**src/rtl/timer_scheduler_pkg.sv**
```systemverilog
// timer_scheduler_pkg
//   Shared types and default parameter values for the timer scheduler:
//   per-channel run state, event-output FSM state and the default
//   prescaler ratio / channel count / counter width.
package timer_scheduler_pkg;

    localparam int DEF_RATIO = 50000;   // clk50m cycles per 1 ms tick
    localparam int DEF_NCH   = 4;       // timer channels
    localparam int DEF_CW    = 16;      // period/counter width in ticks

    typedef enum logic {
        IDLE = 1'b0,
        RUN  = 1'b1
    } ch_state_t;

    typedef enum logic {
        EMPTY = 1'b0,
        OFFER = 1'b1
    } evt_state_t;

endpackage

```
**src/rtl/timer_scheduler_prescaler.sv**
```systemverilog
// timer_scheduler_prescaler
//   Divides clk50m down to a one-cycle tick pulse every RATIO cycles.
//   The first pulse appears RATIO cycles after rst_n deasserts.
// Ports:
//   clk50m  in   system clock
//   rst_n   in   asynchronous active-low reset
//   tick    out  registered one-cycle pulse
module timer_scheduler_prescaler #(
    parameter int RATIO = 50000
) (
    input  logic clk50m,
    input  logic rst_n,
    output logic tick
);

    localparam int CNTW = (RATIO > 2) ? $clog2(RATIO) : 1;
    localparam logic [CNTW-1:0] LAST = CNTW'(RATIO - 1);

    logic [CNTW-1:0] cnt_r;
    logic            tick_r;

    // Free-running divider; the tick register fires on the wrap cycle.
    always_ff @(posedge clk50m or negedge rst_n) begin
        if (!rst_n) begin
            cnt_r  <= '0;
            tick_r <= 1'b0;
        end else if (cnt_r == LAST) begin
            cnt_r  <= '0;
            tick_r <= 1'b1;
        end else begin
            cnt_r  <= cnt_r + CNTW'(1);
            tick_r <= 1'b0;
        end
    end

    assign tick = tick_r;

endmodule

```
**src/rtl/timer_scheduler.sv**
```systemverilog
// timer_scheduler
//   NCH software-configured tick timers (one-shot or auto-reload) whose
//   expiries are queued as pending flags and offered one at a time on a
//   valid/ready event port, selected round-robin.
// Ports:
//   clk50m, rst_n          clock, asynchronous active-low reset
//   cfg_we/cfg_ch          config write strobe and target channel
//   cfg_period/periodic    period in ticks, 1 = auto-reload
//   start/stop             per-channel start / stop pulses (stop wins)
//   tick                   1 ms base tick
//   active                 channel is running
//   overrun                sticky: expiry while previous event still pending
//   evt_valid/evt_ch       offered expiry event and its channel
//   evt_ready              consumer accepts the offered event
module timer_scheduler
    import timer_scheduler_pkg::*;
#(
    parameter int RATIO = DEF_RATIO,
    parameter int NCH   = DEF_NCH,
    parameter int CW    = DEF_CW
) (
    input  logic                    clk50m,
    input  logic                    rst_n,
    input  logic                    cfg_we,
    input  logic [$clog2(NCH)-1:0]  cfg_ch,
    input  logic [CW-1:0]           cfg_period,
    input  logic                    cfg_periodic,
    input  logic [NCH-1:0]          start,
    input  logic [NCH-1:0]          stop,
    output logic                    tick,
    output logic [NCH-1:0]          active,
    output logic [NCH-1:0]          overrun,
    output logic                    evt_valid,
    output logic [$clog2(NCH)-1:0]  evt_ch,
    input  logic                    evt_ready
);

    localparam int CHW = $clog2(NCH);

    logic            tick_s;
    ch_state_t       ch_state_r [NCH];
    ch_state_t       ch_state_s [NCH];
    logic [CW-1:0]   cnt_r      [NCH];
    logic [CW-1:0]   cnt_s      [NCH];
    logic [CW-1:0]   period_r   [NCH];
    logic [NCH-1:0]  periodic_r;
    logic [NCH-1:0]  pending_r;
    logic [NCH-1:0]  pending_s;
    logic [NCH-1:0]  overrun_r;
    logic [NCH-1:0]  overrun_s;
    logic [NCH-1:0]  active_r;
    logic [NCH-1:0]  expire_s;
    logic [NCH-1:0]  hs_clr_s;
    logic            hs_s;

    evt_state_t      evt_state_r;
    evt_state_t      evt_state_s;
    logic            evt_valid_r;
    logic [CHW-1:0]  evt_ch_r;
    logic [CHW-1:0]  evt_ch_s;
    logic [CHW-1:0]  ptr_r;
    logic [CHW-1:0]  ptr_s;
    logic [CHW-1:0]  sel_ch_s;
    logic [CHW-1:0]  rr_ch_s;
    logic            sel_any_s;
    int              rr_idx_s;

    timer_scheduler_prescaler #(
        .RATIO (RATIO)
    ) u_prescaler (
        .clk50m (clk50m),
        .rst_n  (rst_n),
        .tick   (tick_s)
    );

    // Config registers; a running count only sees a new period at its next reload.
    always_ff @(posedge clk50m or negedge rst_n) begin
        if (!rst_n) begin
            for (int i = 0; i < NCH; i++) begin
                period_r[i] <= '0;
            end
            periodic_r <= '0;
        end else if (cfg_we && (int'(cfg_ch) < NCH)) begin
            period_r[cfg_ch]   <= cfg_period;
            periodic_r[cfg_ch] <= cfg_periodic;
        end
    end

    // Per-channel next state: stop > start > tick, plus expiry/pending/overrun.
    always_comb begin
        hs_s     = evt_valid_r & evt_ready;
        hs_clr_s = '0;
        if (hs_s) begin
            hs_clr_s[evt_ch_r] = 1'b1;
        end else begin
            hs_clr_s = '0;
        end
        for (int i = 0; i < NCH; i++) begin
            ch_state_s[i] = ch_state_r[i];
            cnt_s[i]      = cnt_r[i];
            expire_s[i]   = 1'b0;
            overrun_s[i]  = overrun_r[i];
            if (stop[i]) begin
                ch_state_s[i] = IDLE;
            end else if (start[i] && (period_r[i] != '0)) begin
                cnt_s[i]      = period_r[i];
                ch_state_s[i] = RUN;
                overrun_s[i]  = 1'b0;
            end else if (tick_s && (ch_state_r[i] == RUN)) begin
                if (cnt_r[i] == CW'(1)) begin
                    expire_s[i] = 1'b1;
                    // A period rewritten to 0 must not be reloaded: 0 is never legal in RUN.
                    if (periodic_r[i] && (period_r[i] != '0)) begin
                        cnt_s[i] = period_r[i];
                    end else begin
                        ch_state_s[i] = IDLE;
                    end
                end else begin
                    cnt_s[i] = cnt_r[i] - CW'(1);
                end
            end else begin
                ch_state_s[i] = ch_state_r[i];
            end
            // An expiry on the channel being handshaken this cycle is a fresh event, not an overrun.
            if (expire_s[i] && pending_r[i] && !hs_clr_s[i]) begin
                overrun_s[i] = 1'b1;
            end else begin
                overrun_s[i] = overrun_s[i];
            end
            pending_s[i] = (pending_r[i] & ~hs_clr_s[i]) | expire_s[i];
        end
    end

    // Channel state, counters and status flags.
    always_ff @(posedge clk50m or negedge rst_n) begin
        if (!rst_n) begin
            for (int i = 0; i < NCH; i++) begin
                ch_state_r[i] <= IDLE;
                cnt_r[i]      <= '0;
            end
            pending_r <= '0;
            overrun_r <= '0;
            active_r  <= '0;
        end else begin
            for (int i = 0; i < NCH; i++) begin
                ch_state_r[i] <= ch_state_s[i];
                cnt_r[i]      <= cnt_s[i];
                active_r[i]   <= (ch_state_s[i] == RUN);
            end
            pending_r <= pending_s;
            overrun_r <= overrun_s;
        end
    end

    // Round-robin pick: first pending channel at or after the pointer.
    always_comb begin
        sel_any_s = 1'b0;
        sel_ch_s  = '0;
        rr_idx_s  = 0;
        rr_ch_s   = '0;
        for (int k = 0; k < NCH; k++) begin
            rr_idx_s = int'(ptr_r) + k;
            if (rr_idx_s >= NCH) begin
                rr_idx_s = rr_idx_s - NCH;
            end else begin
                rr_idx_s = rr_idx_s;
            end
            rr_ch_s = CHW'(rr_idx_s);
            if (!sel_any_s && pending_r[rr_ch_s]) begin
                sel_any_s = 1'b1;
                sel_ch_s  = rr_ch_s;
            end else begin
                sel_any_s = sel_any_s;
            end
        end
    end

    // Event output FSM next state; evt_ch is frozen while offering.
    always_comb begin
        evt_state_s = evt_state_r;
        evt_ch_s    = evt_ch_r;
        ptr_s       = ptr_r;
        case (evt_state_r)
            EMPTY: begin
                if (sel_any_s) begin
                    evt_state_s = OFFER;
                    evt_ch_s    = sel_ch_s;
                end else begin
                    evt_state_s = EMPTY;
                end
            end
            OFFER: begin
                if (hs_s) begin
                    evt_state_s = EMPTY;
                    if (evt_ch_r == CHW'(NCH - 1)) begin
                        ptr_s = '0;
                    end else begin
                        ptr_s = evt_ch_r + CHW'(1);
                    end
                end else begin
                    evt_state_s = OFFER;
                end
            end
            default: begin
                evt_state_s = EMPTY;
            end
        endcase
    end

    // Event output FSM state register and registered event outputs.
    always_ff @(posedge clk50m or negedge rst_n) begin
        if (!rst_n) begin
            evt_state_r <= EMPTY;
            evt_valid_r <= 1'b0;
            evt_ch_r    <= '0;
            ptr_r       <= '0;
        end else begin
            evt_state_r <= evt_state_s;
            evt_valid_r <= (evt_state_s == OFFER);
            evt_ch_r    <= evt_ch_s;
            ptr_r       <= ptr_s;
        end
    end

    assign tick      = tick_s;
    assign active    = active_r;
    assign overrun   = overrun_r;
    assign evt_valid = evt_valid_r;
    assign evt_ch    = evt_ch_r;

endmodule

```
**config.mk**
```make
export PLATFORM = sky130hd
export DESIGN_NAME = timer_scheduler
export DESIGN_NICKNAME = d
export VERILOG_FILES = /design/src/rtl/timer_scheduler_pkg.sv /design/src/rtl/timer_scheduler_prescaler.sv /design/src/rtl/timer_scheduler.sv
export SDC_FILE = /design/constraint.sdc
export NUM_CORES = 1
export LEC_CHECK = 0
export ABC_AREA = 0
export CORE_UTILIZATION = 38
export CTS_CLUSTER_SIZE = 8
export DETAILED_ROUTE_END_ITERATION = 16
export DONT_BUFFER_PORTS = 1
export HOLD_SLACK_MARGIN = 0.06
export SLEW_MARGIN = 20
export SYNTH_ARGS = -nofsm -noshare
export SYNTH_HDL_FRONTEND = slang
export SYNTH_SLANG_ARGS = --single-unit
```
**constraint.sdc**
```tcl
create_clock -name clk50m -period 2.9 [get_ports clk50m]
set_input_delay 0 -clock clk50m [delete_from_list [all_inputs] [get_ports clk50m]]
set_output_delay 0 -clock clk50m [all_outputs]
set_load 0.005 [all_outputs]
```
=== After elaboration in Yosys (flattened, before gate mapping) ===
Cells that the tools add are included.

* Register bits after elaboration: 170
* Bits of input ports: 31
* Output and inout port bits: 12
* Logic and storage cells: 238

* Add/subtract/negate cells: 13
* Order comparisons: 14
* Eq/ne operators: 14
* Multiplexer cells: 99
* Bitwise operators: 19
* Reductions and logical operators: 55

{| class="wikitable"
|+ Operator list
! cell !! count
|-
| 2-to-1 mux 16 bit || 18
|-
| bitwise mux 64 bit || 1
|-
| == test 16 x 1 -> 1 bit (second input constant) || 4
|-
| nonzero test 16 bit || 4
|-
| subtractor 16 x 1 -> 16 bit (second input constant) || 4
|-
| 2-to-1 mux 1 bit || 61
|-
| demux 16 bit (select 2 bit) || 1
|-
| logical AND 1 bit || 26
|-
| less-than comparator 2 x 3 -> 1 bit (second input constant) || 6
|-
| 2-to-1 mux 2 bit || 9
|-
| adder 16 x 1 -> 16 bit (second input constant) || 1
|-
| == test 16 bit (second input constant) || 1
|-
| nonzero test 2 bit || 8
|-
| greater-or-equal comparator 3 bit (second input constant) || 4
|-
| != test 3 x 2 -> 1 bit (second input constant) || 4
|-
| AND reduction 2 bit || 6
|-
| AND reduction 3 bit || 4
|-
| NOT 1 bit || 9
|-
| binary-select mux 1 bit (select 2 bit) || 4
|-
| != test 2 x 1 -> 1 bit (second input constant) || 4
|-
| subtractor 2 x 1 -> 2 bit (second input constant) || 4
|-
| zero test 1 bit || 7
|-
| adder 2 x 2 -> 3 bit (second input constant) || 2
|-
| bitwise AND 1 bit || 5
|-
| 12 further kinds || 17
|}

=== Depth between registers and ports, before layout ===
* Depth in word-level cells: 16
* Mapped depth: 10

=== Modules after synthesis ===
A second synthesis with hierarchy kept.

* Cells, all modules: 841
* Area, all modules: 8,963.6 sq um

{| class="wikitable"
|+ By module, submodules not included
! module !! times used !! cells each !! area each (sq um) !! seq. area each (sq um)
|-
| timer_scheduler || 1 || 772 || 8,187.9 || 3,728.6
|-
| timer_scheduler_prescaler || 1 || 69 || 775.7 || 425.4
|}

=== Worst setup path before layout ===
OpenSTA, ideal clock, no wires.

* Kind: reg-to-reg
* Start point: register cnt_r[16] in the netlist's numbering
* End point: register cnt_r[16] in the netlist's numbering
* Library setup time: 0.124 ns
* Arrival: 2.064 ns
* Setup slack: 0.712 ns
* Cell stages (with the launch flop): 10
* Buffers on the path: 3
* Clock period less this slack: 2.188 ns
* Path through: dfrtp_1 -> ha_1 -> nor4b_1 -> and4b_1 -> buf_2 -> o221a_1 -> buf_4 -> or2_1 -> buf_4 -> a211o_1

* Word-level cells in the longest chain between the ends: 4
* Elaborated cells on any way between the ends: 7
* Classes of those cells: add/sub (1); eq/ne (2); mux (3); reduce/logical (1)

{| class="wikitable"
|+ RTL lines
! item !! RTL line !! source
|-
| start: declaration || timer_scheduler.sv:43 || <nowiki>logic [CW-1:0] cnt_r [NCH];</nowiki>
|-
| start signal: indexed assignment || timer_scheduler.sv:147 || <nowiki>cnt_r[i] <= cnt_s[i];</nowiki>
|-
| subtractor 16 x 1 -> 16 bit / == test 16 x 1 -> 1 bit (equally long branches) || timer_scheduler.sv:119, timer_scheduler.sv:110 ||
|-
| 2-to-1 mux 16 bit || timer_scheduler.sv:110 || <nowiki>if (cnt_r[i] == CW'(1)) begin</nowiki>
|-
| 2-to-1 mux 16 bit || timer_scheduler.sv:109 || <nowiki>end else if (tick_s && (ch_state_r[i] == RUN)) begin</nowiki>
|-
| 2-to-1 mux 16 bit || timer_scheduler.sv:105 || <nowiki>end else if (start[i] && (period_r[i] != '0)) begin</nowiki>
|}

Parallel ways exist; a longest one is shown, timed or not. The select of a mux whose other input is x is not followed.
A chain may end at the register's enable or synchronous reset.

=== Worst setup path after layout ===
* Start point: register period_r[18] in the netlist's numbering
* End point: register cnt_r[26] in the netlist's numbering

* Word-level cells in the longest chain between the ends: 4
* Elaborated cells on any way between the ends: 7
* Classes of those cells: eq/ne (1); mux (1); reduce/logical (5)

{| class="wikitable"
|+ RTL lines
! item !! RTL line !! source
|-
| start: declaration || timer_scheduler.sv:45 || <nowiki>logic [CW-1:0] period_r [NCH];</nowiki>
|-
| start signal: indexed assignment || timer_scheduler.sv:84 || <nowiki>period_r[cfg_ch] <= cfg_period;</nowiki>
|-
| nonzero test 16 bit * || timer_scheduler.sv:105, timer_scheduler.sv:113 ||
|-
| logical AND 1 bit (on tied branches) || timer_scheduler.sv:105, timer_scheduler.sv:113 ||
|-
| != test 3 x 2 -> 1 bit (no line) / nonzero test 2 bit (equally long branches) || - ||
|-
| AND reduction 3 bit (no line) || - ||
|}

Every way passes the cells marked *; elsewhere a longest branch is shown, timed or not.

==> impl_metrics.toml <==
[cts]
cts_buffers = 17
holdBufCountCts = 38
cts.reportedPaths.clkPinSlew_ps = 70
clk_latency_ps = 430
clockRootBuffer = "clkbuf_16"
htree_num_levels = 4
cts_tree = "done"
clkSinkCount = 166
max-clock-path-buffers = 2

[detailed_routing]
dr.pass1.iters = 4
ant_nets = 0
vias = 6786
routed_wl_um = 22400
viasPerCell = 5.59
drc = 0
wl_per_cell_um = 18.4
first_iter_violations = 414

[placement]
placed_cells = 1144
dp_hpwl_um = 15000
portBuffers = 0
gp_congestion = 0.824

[timing]
timing.hold.ws_ps = -743
setup_violations = 0
hold_viol_final = 166
fmax_mhz = 386
setup-tns-final_ps = 0
post-route-period-util_pct = 89.3
tightest_slew_ps = 924
period_minus_slack_ps = 2590
relSlewSlack_pct = 38.2
finalClockSkew_ps = 8.78
rsz0062_at_grt = "false"
maxSlewViolCount = 0

[grt]
track_usage_pct = 19.5
antenna_found_initial = 1
grt_max_degree = 167
grt_pass1_wl_um = 36600
grt_pass1_vias = 6693
grt_overflow = 0

[layout]
fin_nets = 932
post-route-util_pct = 45.1
syn2layout_area_growth_pct = 15.4
final_cells = 1214
final_layout_size_suffix_gt1_share_pct = 16.0

[synthesis]
synthesis.area_um2 = 8890
syn_nets = 890
ys_async_sr_fraction_pct = 100
synth_edf_count = 0
yosysWarnings = 0
synth_cell_types = 74
ys_seq_elements = 166
syn_avg_cell_area_um2 = 10.5
syn_inst = 846
ys_seq_area_share_pct = 46.7
synthFlopType = "dfrtp_1"

[power_and_ir_drop]
power_per_cell_area_nw_per_um2 = 693
swShare_pct = 31.5
pwr-share-seq_pct = 47.1
switchingPower_uw = 2240
internal_power_uw = 4870
power_frac_clock_pct = 33.6
peakVddDrop_mv = 0.429
leakage_uw = 0.00429
p_comb_share_pct = 19.3

[worst_setup_path]
cp_max_fo = 15
crit_arrival_ps = 2880
criticalPathCategory = "reg2reg"
crit_path_start_kind = "flip-flop"
crit_path_end_kind = "flip-flop"
crit_required_ps = 3190

[die]
start_util_pct = 39.0
row_count = 55
coreArea_um2 = 22800
ios = 43
die-area_um2 = 24000
die_h_um = 155
die_w_um = 155

[worst_hold_path]
hold_path.class = "in2async"

[run]
drv_cap = 0

[run_status]
violations = "hold timing"
status = "finished, violations left"
-- logic make-up (layout without fill, tap and decap cells) --
kind of cell,after synthesis,count (layout),synth area share (%)
DFF,166,166,46.7
muxes,123,123,14.8
xor gates and xnor gates,11,11,1.08
buffers and inverters,78,132,4.15
AOI/OAI and AO/OA,182,182,14.4
adders and majority gates,13,13,1.83
other,0,1,0
and+or+nand+nor,273,273,17.1
-- routing by layer --
metal  global-route usage, %  share of wire [%]  vias to the layer above
li1                        -                  -                     3276
met1                    26.1                 46                     3345
met4                    6.88                2.0                        0
met3                    4.23                4.5                       29
met5                       0                  0                        -
met2                    31.3                 48                      136
-- Yosys cell counts (all sizes together), types with 2 or more instances --
cell type / number / area, um^2
dfrtp: 166 / 4150
mux2: 66 / 743
mux2i: 57 / 571
o21ai: 54 / 270
nand2: 47 / 181
nor3: 47 / 235
nor2: 44 / 173
inv: 36 / 135
nor4: 33 / 219
o2bb2ai: 30 / 263
a21oi: 25 / 125
nand3: 23 / 115
buf: 21 / 155
clkbuf: 21 / 78.8
ha: 13 / 163
nand4: 11 / 75.1
or4: 11 / 97.6
a211oi: 9 / 67.6
xnor2: 9 / 78.8
nor2b: 8 / 50.1
a2bb2oi: 7 / 67.6
nor3b: 7 / 57.6
nor4b: 7 / 61.3
a22o: 6 / 52.6
o31ai: 6 / 45.0
or3: 6 / 37.5
a31oi: 5 / 31.3
and3: 5 / 31.3
o22ai: 5 / 31.3
a22oi: 4 / 30.0
a41oi: 4 / 35.0
and2: 4 / 25.0
and4: 4 / 35.0
nand3b: 4 / 30.0
o211ai: 4 / 30.0
a21o: 3 / 23.8
nand2b: 3 / 18.8
o21a: 3 / 22.5
or2: 3 / 18.8
and3b: 2 / 17.5
and4b: 2 / 20.0
o22a: 2 / 17.5
o41ai: 2 / 43.8
xor2: 2 / 17.5
-- worst max-delay path: stages (launching register included) --
cell and delay (ps):
dfrtp_1 400, or4_1 600, o41a_1 490, nor2_4 410, buf_4 260, mux2i_1 200
a2bb2oi_1 80
-- power groups by stage --
stage	clock, uW	sequential (uW)	combinational, uW
global route	2540	3430	1540
floorplan	0	3170	1110
global placement	0	3360	1260
finish	2390	3350	1370
detailed placement	0	3370	1280
CTS	2450	3340	1380
-- registers in the layout, summed over array words and instances (netlist names) --
| register | cells |
|---|---|
| u_prescaler.cnt_r | 16 |
| u_prescaler.tick | 1 |
| cnt_r | 64 |
| period_r | 64 |
| periodic_r | 4 |
| evt_valid | 1 |
| pending_r | 4 |
| evt_ch | 2 |
| overrun | 4 |
| active | 4 |
| ptr_r | 2 |
-- final cells by class --
type | instances | area (um^2)
diodes | 1 | 2.50
clock buffers | 18 | 439
clock inverters | 13 | 168
fillers | 2160 | 12500
inverters | 36 | 135
multi-input cells | 602 | 4380
flip-flops and latches | 166 | 4150
well taps | 313 | 392
repair buffers | 65 | 596
-- repair_timing --
item                      CTS  global route
gates resized for setup     0             0
hold endpoints to repair  269           166
buffers inserted            0             0
-- worst paths after layout --
kind	start	endpoint	slack [ps]	cells past startpoint
max in group asynchronous	rst_n	period_r[47]	3370	0
min in group clk50m	start[2]	overrun[2]	90	3
worst min-delay path	rst_n	cnt_r[13]	-740	0
worst min register to register	u_prescaler.cnt_r[0]	u_prescaler.cnt_r[0]	480	1
worst max-delay path	period_r[18]	cnt_r[26]	310	6
worst max register to register	period_r[18]	cnt_r[26]	310	6
-- placed cells by master (no fill, tap or decap), drive strengths merged, types with 8 or more instances in the layout --
| master | synthesis | routed |
|---|---|---|
| ha | 13 | 13 |
| nand3 | 23 | 23 |
| nor2 | 44 | 44 |
| nor3 | 47 | 47 |
| a211oi | 9 | 9 |
| buf | 21 | 27 |
| mux2 | 66 | 66 |
| dlygate4sd3 | 0 | 38 |
| inv | 36 | 42 |
| or4 | 11 | 11 |
| nand4 | 11 | 11 |
| a21oi | 25 | 25 |
| dfrtp | 166 | 166 |
| clkbuf | 21 | 18 |
| mux2i | 57 | 57 |
| o2bb2ai | 30 | 30 |
| nor4 | 33 | 33 |
| nor2b | 8 | 8 |
| o21ai | 54 | 54 |
| nand2 | 47 | 47 |
| xnor2 | 9 | 9 |
-- through the flow --
step           instance area, um^2  total power [uW]  setup WS [ps]
2_1_floorplan                 8890              4280            712
4_1_cts                      10300              7160            317
5_1_grt                      10300              7520            188
3_5_place_dp                  9280              4650            331
6_report                     10300              7120            311
3_3_place_gp                  9270              4620            401
Note: power is estimated with default switching activity, not from simulation.
